$ cat config.mk
export PLATFORM = sky130hd
export DESIGN_NAME = rf_writeback
export DESIGN_NICKNAME = d
export VERILOG_FILES = /design/src/rtl/rf_writeback.sv
export SDC_FILE = /design/constraint.sdc
export NUM_CORES = 1
export LEC_CHECK = 0
export ABC_CLOCK_PERIOD_IN_PS = 2200
export BUFFER_PORTS_ARGS = -buffer_cell sky130_fd_sc_hd__buf_2
export CORE_ASPECT_RATIO = 0.7
export CORE_MARGIN = 10
export CORE_UTILIZATION = 35
export CTS_CLUSTER_SIZE = 8
export DETAILED_ROUTE_END_ITERATION = 6
export PLACE_DENSITY = 0.57
export SYNTH_ARGS = -nofsm -noshare
export SYNTH_HDL_FRONTEND = slang
export SYNTH_SLANG_ARGS = --single-unit
$ cat constraint.sdc
create_clock -name clk -period 2.2 [get_ports clk]
set_input_delay 0 -clock clk [delete_from_list [all_inputs] [get_ports clk]]
set_output_delay 0 -clock clk [all_outputs]
set_load 0.02 [all_outputs]
$ cat src/rtl/rf_writeback.sv
// Writeback front end: merges ALU and buffered load results onto the register
// file write port and tracks outstanding load destinations for decode.
module rf_writeback #(
    parameter int unsigned XLEN       = 32,
    parameter int unsigned NREGS      = 32,
    parameter int unsigned FIFO_DEPTH = 4
) (
    input  logic                     clk,
    input  logic                     reset,
    input  logic                     alu_valid,
    input  logic [$clog2(NREGS)-1:0] alu_rd,
    input  logic [XLEN-1:0]          alu_data,
    input  logic                     mem_valid,
    output logic                     mem_ready,
    input  logic [$clog2(NREGS)-1:0] mem_rd,
    input  logic [XLEN-1:0]          mem_data,
    input  logic                     iss_valid,
    input  logic [$clog2(NREGS)-1:0] iss_rd,
    input  logic [$clog2(NREGS)-1:0] q_a,
    input  logic [$clog2(NREGS)-1:0] q_b,
    output logic                     q_a_busy,
    output logic                     q_b_busy,
    output logic                     alu_stall,
    output logic                     rf_we,
    output logic [$clog2(NREGS)-1:0] rf_wa,
    output logic [XLEN-1:0]          rf_wd,
    output logic                     err_overrun
);
    localparam int unsigned AW = $clog2(NREGS);
    localparam int unsigned PW = $clog2(FIFO_DEPTH);
    localparam int unsigned CW = $clog2(FIFO_DEPTH + 1);

    typedef struct packed {
        logic [AW-1:0]   rd;
        logic [XLEN-1:0] data;
    } ld_entry_t;

    ld_entry_t        fifo_q [FIFO_DEPTH];
    logic [PW-1:0]    wr_ptr, rd_ptr;
    logic [CW-1:0]    count, count_nxt;
    logic [NREGS-1:0] sb, sb_nxt;

    logic             full, push, pop, commit, we_nxt, stall_nxt;
    ld_entry_t        head;
    logic [AW-1:0]    commit_rd;
    logic [XLEN-1:0]  commit_data;

    // FIFO occupancy, commit selection and scoreboard update
    always_comb begin
        full        = (count == CW'(FIFO_DEPTH));
        push        = mem_valid & ~full;
        // head is committed only if it was already stored at cycle start (no bypass)
        pop         = ~alu_valid & (count != '0);
        head        = fifo_q[rd_ptr];
        commit      = alu_valid | pop;
        commit_rd   = alu_valid ? alu_rd   : head.rd;
        commit_data = alu_valid ? alu_data : head.data;
        we_nxt      = commit & (commit_rd != '0);
        count_nxt   = count + CW'(push) - CW'(pop);
        stall_nxt   = alu_valid & (count_nxt == CW'(FIFO_DEPTH));

        // newer issue wins over a same-cycle retire of the same register
        sb_nxt = sb;
        if (pop)
            sb_nxt[head.rd] = 1'b0;
        if (iss_valid)
            sb_nxt[iss_rd] = 1'b1;
        sb_nxt[0] = 1'b0;
    end

    assign mem_ready = ~full;
    assign q_a_busy  = sb[q_a];
    assign q_b_busy  = sb[q_b];

    // Load result storage; contents are don't-care while unoccupied
    always_ff @(posedge clk) begin
        if (push)
            fifo_q[wr_ptr] <= '{rd: mem_rd, data: mem_data};
    end

    // Control state and registered write port
    always_ff @(posedge clk) begin
        if (reset) begin
            wr_ptr      <= '0;
            rd_ptr      <= '0;
            count       <= '0;
            sb          <= '0;
            alu_stall   <= 1'b0;
            err_overrun <= 1'b0;
            rf_we       <= 1'b0;
            rf_wa       <= '0;
            rf_wd       <= '0;
        end else begin
            if (push)
                wr_ptr <= wr_ptr + PW'(1);
            if (pop)
                rd_ptr <= rd_ptr + PW'(1);
            count     <= count_nxt;
            sb        <= sb_nxt;
            alu_stall <= stall_nxt;
            if (alu_valid & alu_stall & full)
                err_overrun <= 1'b1;
            rf_we <= we_nxt;
            if (we_nxt) begin
                rf_wa <= commit_rd;
                rf_wd <= commit_data;
            end
        end
    end
endmodule

Word level (Yosys, flattened, before mapping)

Memory sizes are Yosys's and may differ from the RTL's. A register that Yosys moved wholly into a read port is not among the register bits.
Index checks and enable logic that the tools add are counted.

Register bits after elaboration: 79
RAM bits: 148
Input port bits: 94
Output and inout bits: 43
Word-level logic and storage cells: 55
Memories kept: 1

Add/subtract/negate cells: 4
Magnitude comparators: 6
Eq/ne operators: 2
Mux-type cells: 16
Bitwise logic cells: 12
Reduce and logical (&&, ||, !) cells: 4

Memory list:

| memory | words | width | rd ports | clocked after Yosys merged registers in | write ports | RTL line | RTL |
|---|---|---|---|---|---|---|---|
| fifo_q | 4     | 37    | 1        | 1                                       | 1           | 38       | `ld_entry_t fifo_q [FIFO_DEPTH];` |

Operator list:

| operator                                                          | count |
|---|---|
| two-way mux 32 bit                                                | 3 |
| bitwise AND 32 bit                                                | 1 |
| inverter 32 bit                                                   | 1 |
| OR 32 bit                                                         | 1 |
| less-than comparator 5 x 6 -> 1 bit, second input constant        | 4 |
| binary-select mux 1 bit (select 5 bit)                            | 2 |
| demux 1 bit (select 5 bit)                                        | 2 |
| greater-or-equal comparator 5 x 1 -> 1 bit, second input constant | 2 |
| bitwise AND 1 bit                                                 | 6 |
| == test 3 bit, second input constant                              | 2 |
| two-way mux 1 bit                                                 | 6 |
| two-way mux 5 bit                                                 | 1 |
| nonzero test 5 bit                                                | 1 |
| adder 2 x 1 -> 2 bit, second input constant                       | 2 |
| two-way mux 2 bit                                                 | 2 |
| adder 3 x 1 -> 3 bit                                              | 1 |
| nonzero test 3 bit                                                | 1 |
| subtractor 3 x 1 -> 3 bit                                         | 1 |
| logical AND 1 bit                                                 | 2 |
| inverter 1 bit                                                    | 2 |
| OR 1 bit                                                          | 1 |

Longest topological paths before layout

Word-level depth: 9
Depth in mapped cells: 12
Gate-level depth less buffers: 12

Worst setup path before layout

Ideal clock, no wire load.

Path kind: reg-to-reg
From: register count[1]
To: register alu_stall
Library setup time: 133 ps
Arrival time: 2272 ps
Data required time: 2067 ps
Setup slack: -205 ps
Cell stages (with the launch flop): 13
Buffers on the path: 0
Period minus slack after synthesis: 2405 ps
Path through: dfxtp_1 -> nor2_1 -> nand2_1 -> and2_1 -> inv_1 -> ha_1 -> inv_1 -> ha_1 -> fa_1 -> xnor2_1 -> xnor2_1 -> nor2_1 -> nor4b_1

Cells in the longest elaborated chain, start to end: 7
Elaborated cells on any way between the ends: 9
Those cells by class: 2 x add/sub; 2 x eq/ne; 4 x bitwise; 1 x reduce/logical

Ends and longest elaborated chain:

| element                   | RTL line | RTL |
|---|---|---|
| start: declaration        | 40       | `logic [CW-1:0] count, count_nxt;` |
| start signal: assignment  | 98       | `count <= count_nxt;` |
| == test 3 bit             | 50       | `full = (count == CW'(FIFO_DEPTH));` |
| inverter 1 bit            | n/a      |  |
| net mem_ready             | 14       | `output logic mem_ready,` |
| bitwise AND 1 bit         | 51       | `push = mem_valid & ~full;` |
| adder 3 x 1 -> 3 bit      | 59       | `count_nxt = count + CW'(push) - CW'(pop);` |
| subtractor 3 x 1 -> 3 bit | 59       |  |
| == test 3 bit             | 60       | `stall_nxt = alu_valid & (count_nxt == CW'(FIFO_DEPTH));` |
| bitwise AND 1 bit         | 60       |  |
| end signal: assignment    | 100      | `alu_stall <= stall_nxt;` |
| end: declaration          | 23       | `output logic alu_stall,` |

The timed path passes the listed nets, and every way through them passes these cells.
A chain may end at the register's enable or synchronous reset.

Final worst setup path

From: register sb[11]
To: output q_b_busy

Cells in the longest elaborated chain, start to end: 2

Ends and longest elaborated chain:

| element                                 | RTL line | RTL |
|---|---|---|
| start: declaration                      | 41       | `logic [NREGS-1:0] sb, sb_nxt;` |
| start signal: assignment                | 99       | `sb <= sb_nxt;` |
| binary-select mux 1 bit (select 5 bit)  | 73       | `assign q_b_busy = sb[q_b];` |
| two-way mux 1 bit (not written as such) | 73       |  |
| end: declaration                        | 22       | `output logic q_b_busy,` |

No other way between the ends. The select of a mux whose other input is x is not followed.

==> impl_metrics.csv <==
group,metric,value,unit
die,row_count,52,
clock_tree,clockBufferDepth,3,
global_route,grt_pass1_vias,8026,
clock_tree,insertion_delay,0.51,ns
worst_setup_path,worstPathMaxFanout,3,
final_layout,n_fill_cell,2609,
sta,slew_violations,0,
sta,timing.final.ws_setup,-0.0274,ns
global_route,overflow,0,
worst_setup_path,reg2regPathDepth,12,
sta,fin_worst_skew,0.0197,ns
yosys,synthArstFlopShare,0,
yosys,synth_flop_cell,"edfxtp_1",
yosys,synth_cells,838,
final_layout,final_core_util,0.463,
die,die-area,37100,um2
sta,setup_viol,2,
place,gp_congestion,0.797,
yosys,synth.avg_cell_area,12.4,um2
worst_setup_path,setup.worst_path.end,"q_b_busy",
worst_setup_path,arrival,2.23,ns
outcome,status,"finished, violations left",
yosys,yosysWarnings,0,
clock_tree,path_clk_slew,0.05,ns
yosys,synth_edf_count,148,
sta,hold_ws,0.0250,ns
sta,rsz0062_at_grt,"true",
power,irDropWorstVdd,0.861,mV
final_layout,final_common_cell,"nand2_1",
routing,via_per_inst,5.37,
die,io_pins,137,
worst_setup_path,crit_type,"reg -> out",
routing,ant_nets,0,
die,start_util,0.357,
sta,slew_headroom,0.467,
sta,tightest_slew,0.796,ns
place,pre_cts_slack,-0.0112,ns
global_route,grt_usage,0.164,
final_layout,area_growth,29.7,%
worst_setup_path,end_kind,"output pin",
yosys,mappedNetlistNets,939,
power,leakage,4.99,nW
routing,firstDrtPassIters,5,
global_route,grt_first_pass_wirelength,47300,um
global_route,antenna_found_initial,1,
flow_run,maxCapViolCount,0,
worst_setup_path,crit_path_start,"sb[11]$_SDFF_PP0_",
clock_tree,cts_htree_levels,2,
routing,drc,0,
global_route,grt_max_degree,52,
yosys,synth_area,10400,um2
worst_setup_path,critPathRequiredTime,2.20,ns
place,dp_hpwl,19000,um
worst_setup_path,startpoint_type,"register",
worst_setup_path,r2r_start,"count[1]$_SDFF_PP0_",
sta,final_hold_viol_count,0,
clock_tree,cts_tree,"built",
outcome,violations,"negative setup slack",
worst_setup_path,r2r_end,"alu_stall$_SDFF_PP0_",
worst_setup_path,reg2reg_slack,0.03,ns
place,dpl_cell_area,11600,um2
final_layout,mostFrequentLayoutCells,"153 x nand2_1, 148 x edfxtp_1, 134 x buf_2, 79 x dlygate4sd3_1, 75 x dfxtp_1",
yosys,synth-seq-cells,228,
worst_hold_path,worstHoldPathType,"in -> reg",
die,die_h,164,um
routing,drtIter0Drc,740,
yosys,yosysUniqueCellTypes,48,
clock_tree,cts_root_buffer,"clkbuf_16",
power,p_per_area,1080,nW/um2
die,core-area,29100,um2
die,die-width,226,um
routing,routedWlPerCell,20.7,um
routing,routed_wl,30300,um
routing,vias,7846,
sta,min_period,2.23,ns
clock_tree,cts.sinks,228,
yosys,yosysSeqAreaShare,0.582,
sta,max_freq,449,MHz
final_layout,final_nets,1160,
sta,fin_crit_sh,1.01,
final_layout,drive_above_1_share,0.274,
place,io_buffers,136,
clock_tree,cts_buffers,34,
final_layout,final_area,13500,um2
==> worst max-delay path, stage by stage, from the launching register on <==
cell	delay [ns]
dfxtp_2	0.33
mux4_2	0.50
mux4_2	0.48
mux2_4	0.28
buf_6	0.13
==> report_power, final <==
group          switching [mW]  internal, mW
registers               0.362          5.21
clock network            1.89          3.02
logic                    2.34          1.69
==> sequential cells by signal, indices dropped and copies added, names as in the netlist, named ones only <==
signal and cells:
sb 31, err_overrun 1, wr_ptr 2, rf_wd 32, rf_we 1, rd_ptr 2, count 3, alu_stall 1
fifo_q 148, rf_wa 5
==> cell type report <==
cell class	instances	area (um2)	area share
inverter	8	30.0	0.00223
tap	378	473	0.0351
sequential	228	6050	0.450
multi-input combinational	539	4020	0.299
clock buffer	56	933	0.0693
clock inverter	3	66.3	0.00492
timing repair buffer	248	1880	0.140
antenna	1	2.50	0.000186
==> cells in the mapped netlist (17+ instances only) <==
cell / instances / share of area
and3_1: 39 / 0.023
mux4_2: 54 / 0.12
clkbuf_1: 33 / 0.012
a21oi_1: 36 / 0.017
a32oi_1: 32 / 0.027
nor2_1: 17 / 0.0061
o21ai_0: 33 / 0.016
edfxtp_1: 148 / 0.43
nand2_1: 154 / 0.056
dfxtp_1: 80 / 0.15
o211ai_1: 27 / 0.020
nand3_1: 67 / 0.032
==> kinds of logic (layout without fill, tap and decap cells) <==
logic type / after synthesis / in the layout / share of synthesized area
other: 0 / 1 / 0
multiplexers: 69 / 69 / 0.133
adder cells (fa/ha/maj): 7 / 7 / 0.00916
flip-flops: 228 / 228 / 0.582
AND/OR/NAND/NOR: 311 / 311 / 0.139
XOR/XNOR: 5 / 5 / 0.00422
buffers and inverters: 71 / 315 / 0.0351
AO/OA/AOI/OAI: 147 / 147 / 0.0978
==> per-layer routing <==
layer / GRT usage / wire length [um] / vias up
li1: - / - / 3645
met5: 0 / 0 / -
met1: 0.224 / 13600 / 3873
met2: 0.254 / 13800 / 283
met3: 0.0406 / 2270 / 45
met4: 0.0425 / 575 / 0
==> timing repair <==
item                                    in CTS  in global routing
endpoints found under the setup margin       3                 41
gates resized for setup                      8                  6
hold buffers                                79                  0
setup buffers                                0                  1
pin swaps                                    0                  2
endpoints found under the hold margin      211                  0
==> per-stage QoR <==
| step | total power, mW | setup TNS, ns | std cells |
|---|---|---|---|
| 6_report | 14.5 | -0.0470 | 1461 |
| 5_1_grt | 15.2 | -0.233 | 1461 |
| 4_1_cts | 14.6 | -0.101 | 1459 |
| 3_5_place_dp | 9.53 | -0.0112 | 1321 |
| 3_3_place_gp | 9.50 | -0.00655 | 1321 |
| 2_1_floorplan | 8.13 | 0 | 838 |
==> worst min-delay path by stage <==
stage	start	endpoint	depth (start not counted)	slack (ns)
floorplan	mem_data[0]	fifo_q[0][0]$_DFFE_PP_	0	0.1
global route	iss_valid	sb[2]$_SDFF_PP0_	5	0.04
detailed placement	mem_data[19]	fifo_q[2][19]$_DFFE_PP_	1	0.22
global placement	mem_data[21]	fifo_q[3][21]$_DFFE_PP_	1	0.22
finish	alu_rd[1]	rf_wa[1]$_SDFFE_PP0P_	4	0.02
CTS	alu_rd[3]	rf_wa[3]$_SDFFE_PP0P_	5	0.005
No activity file was read; power rests on OpenSTA's default activity.
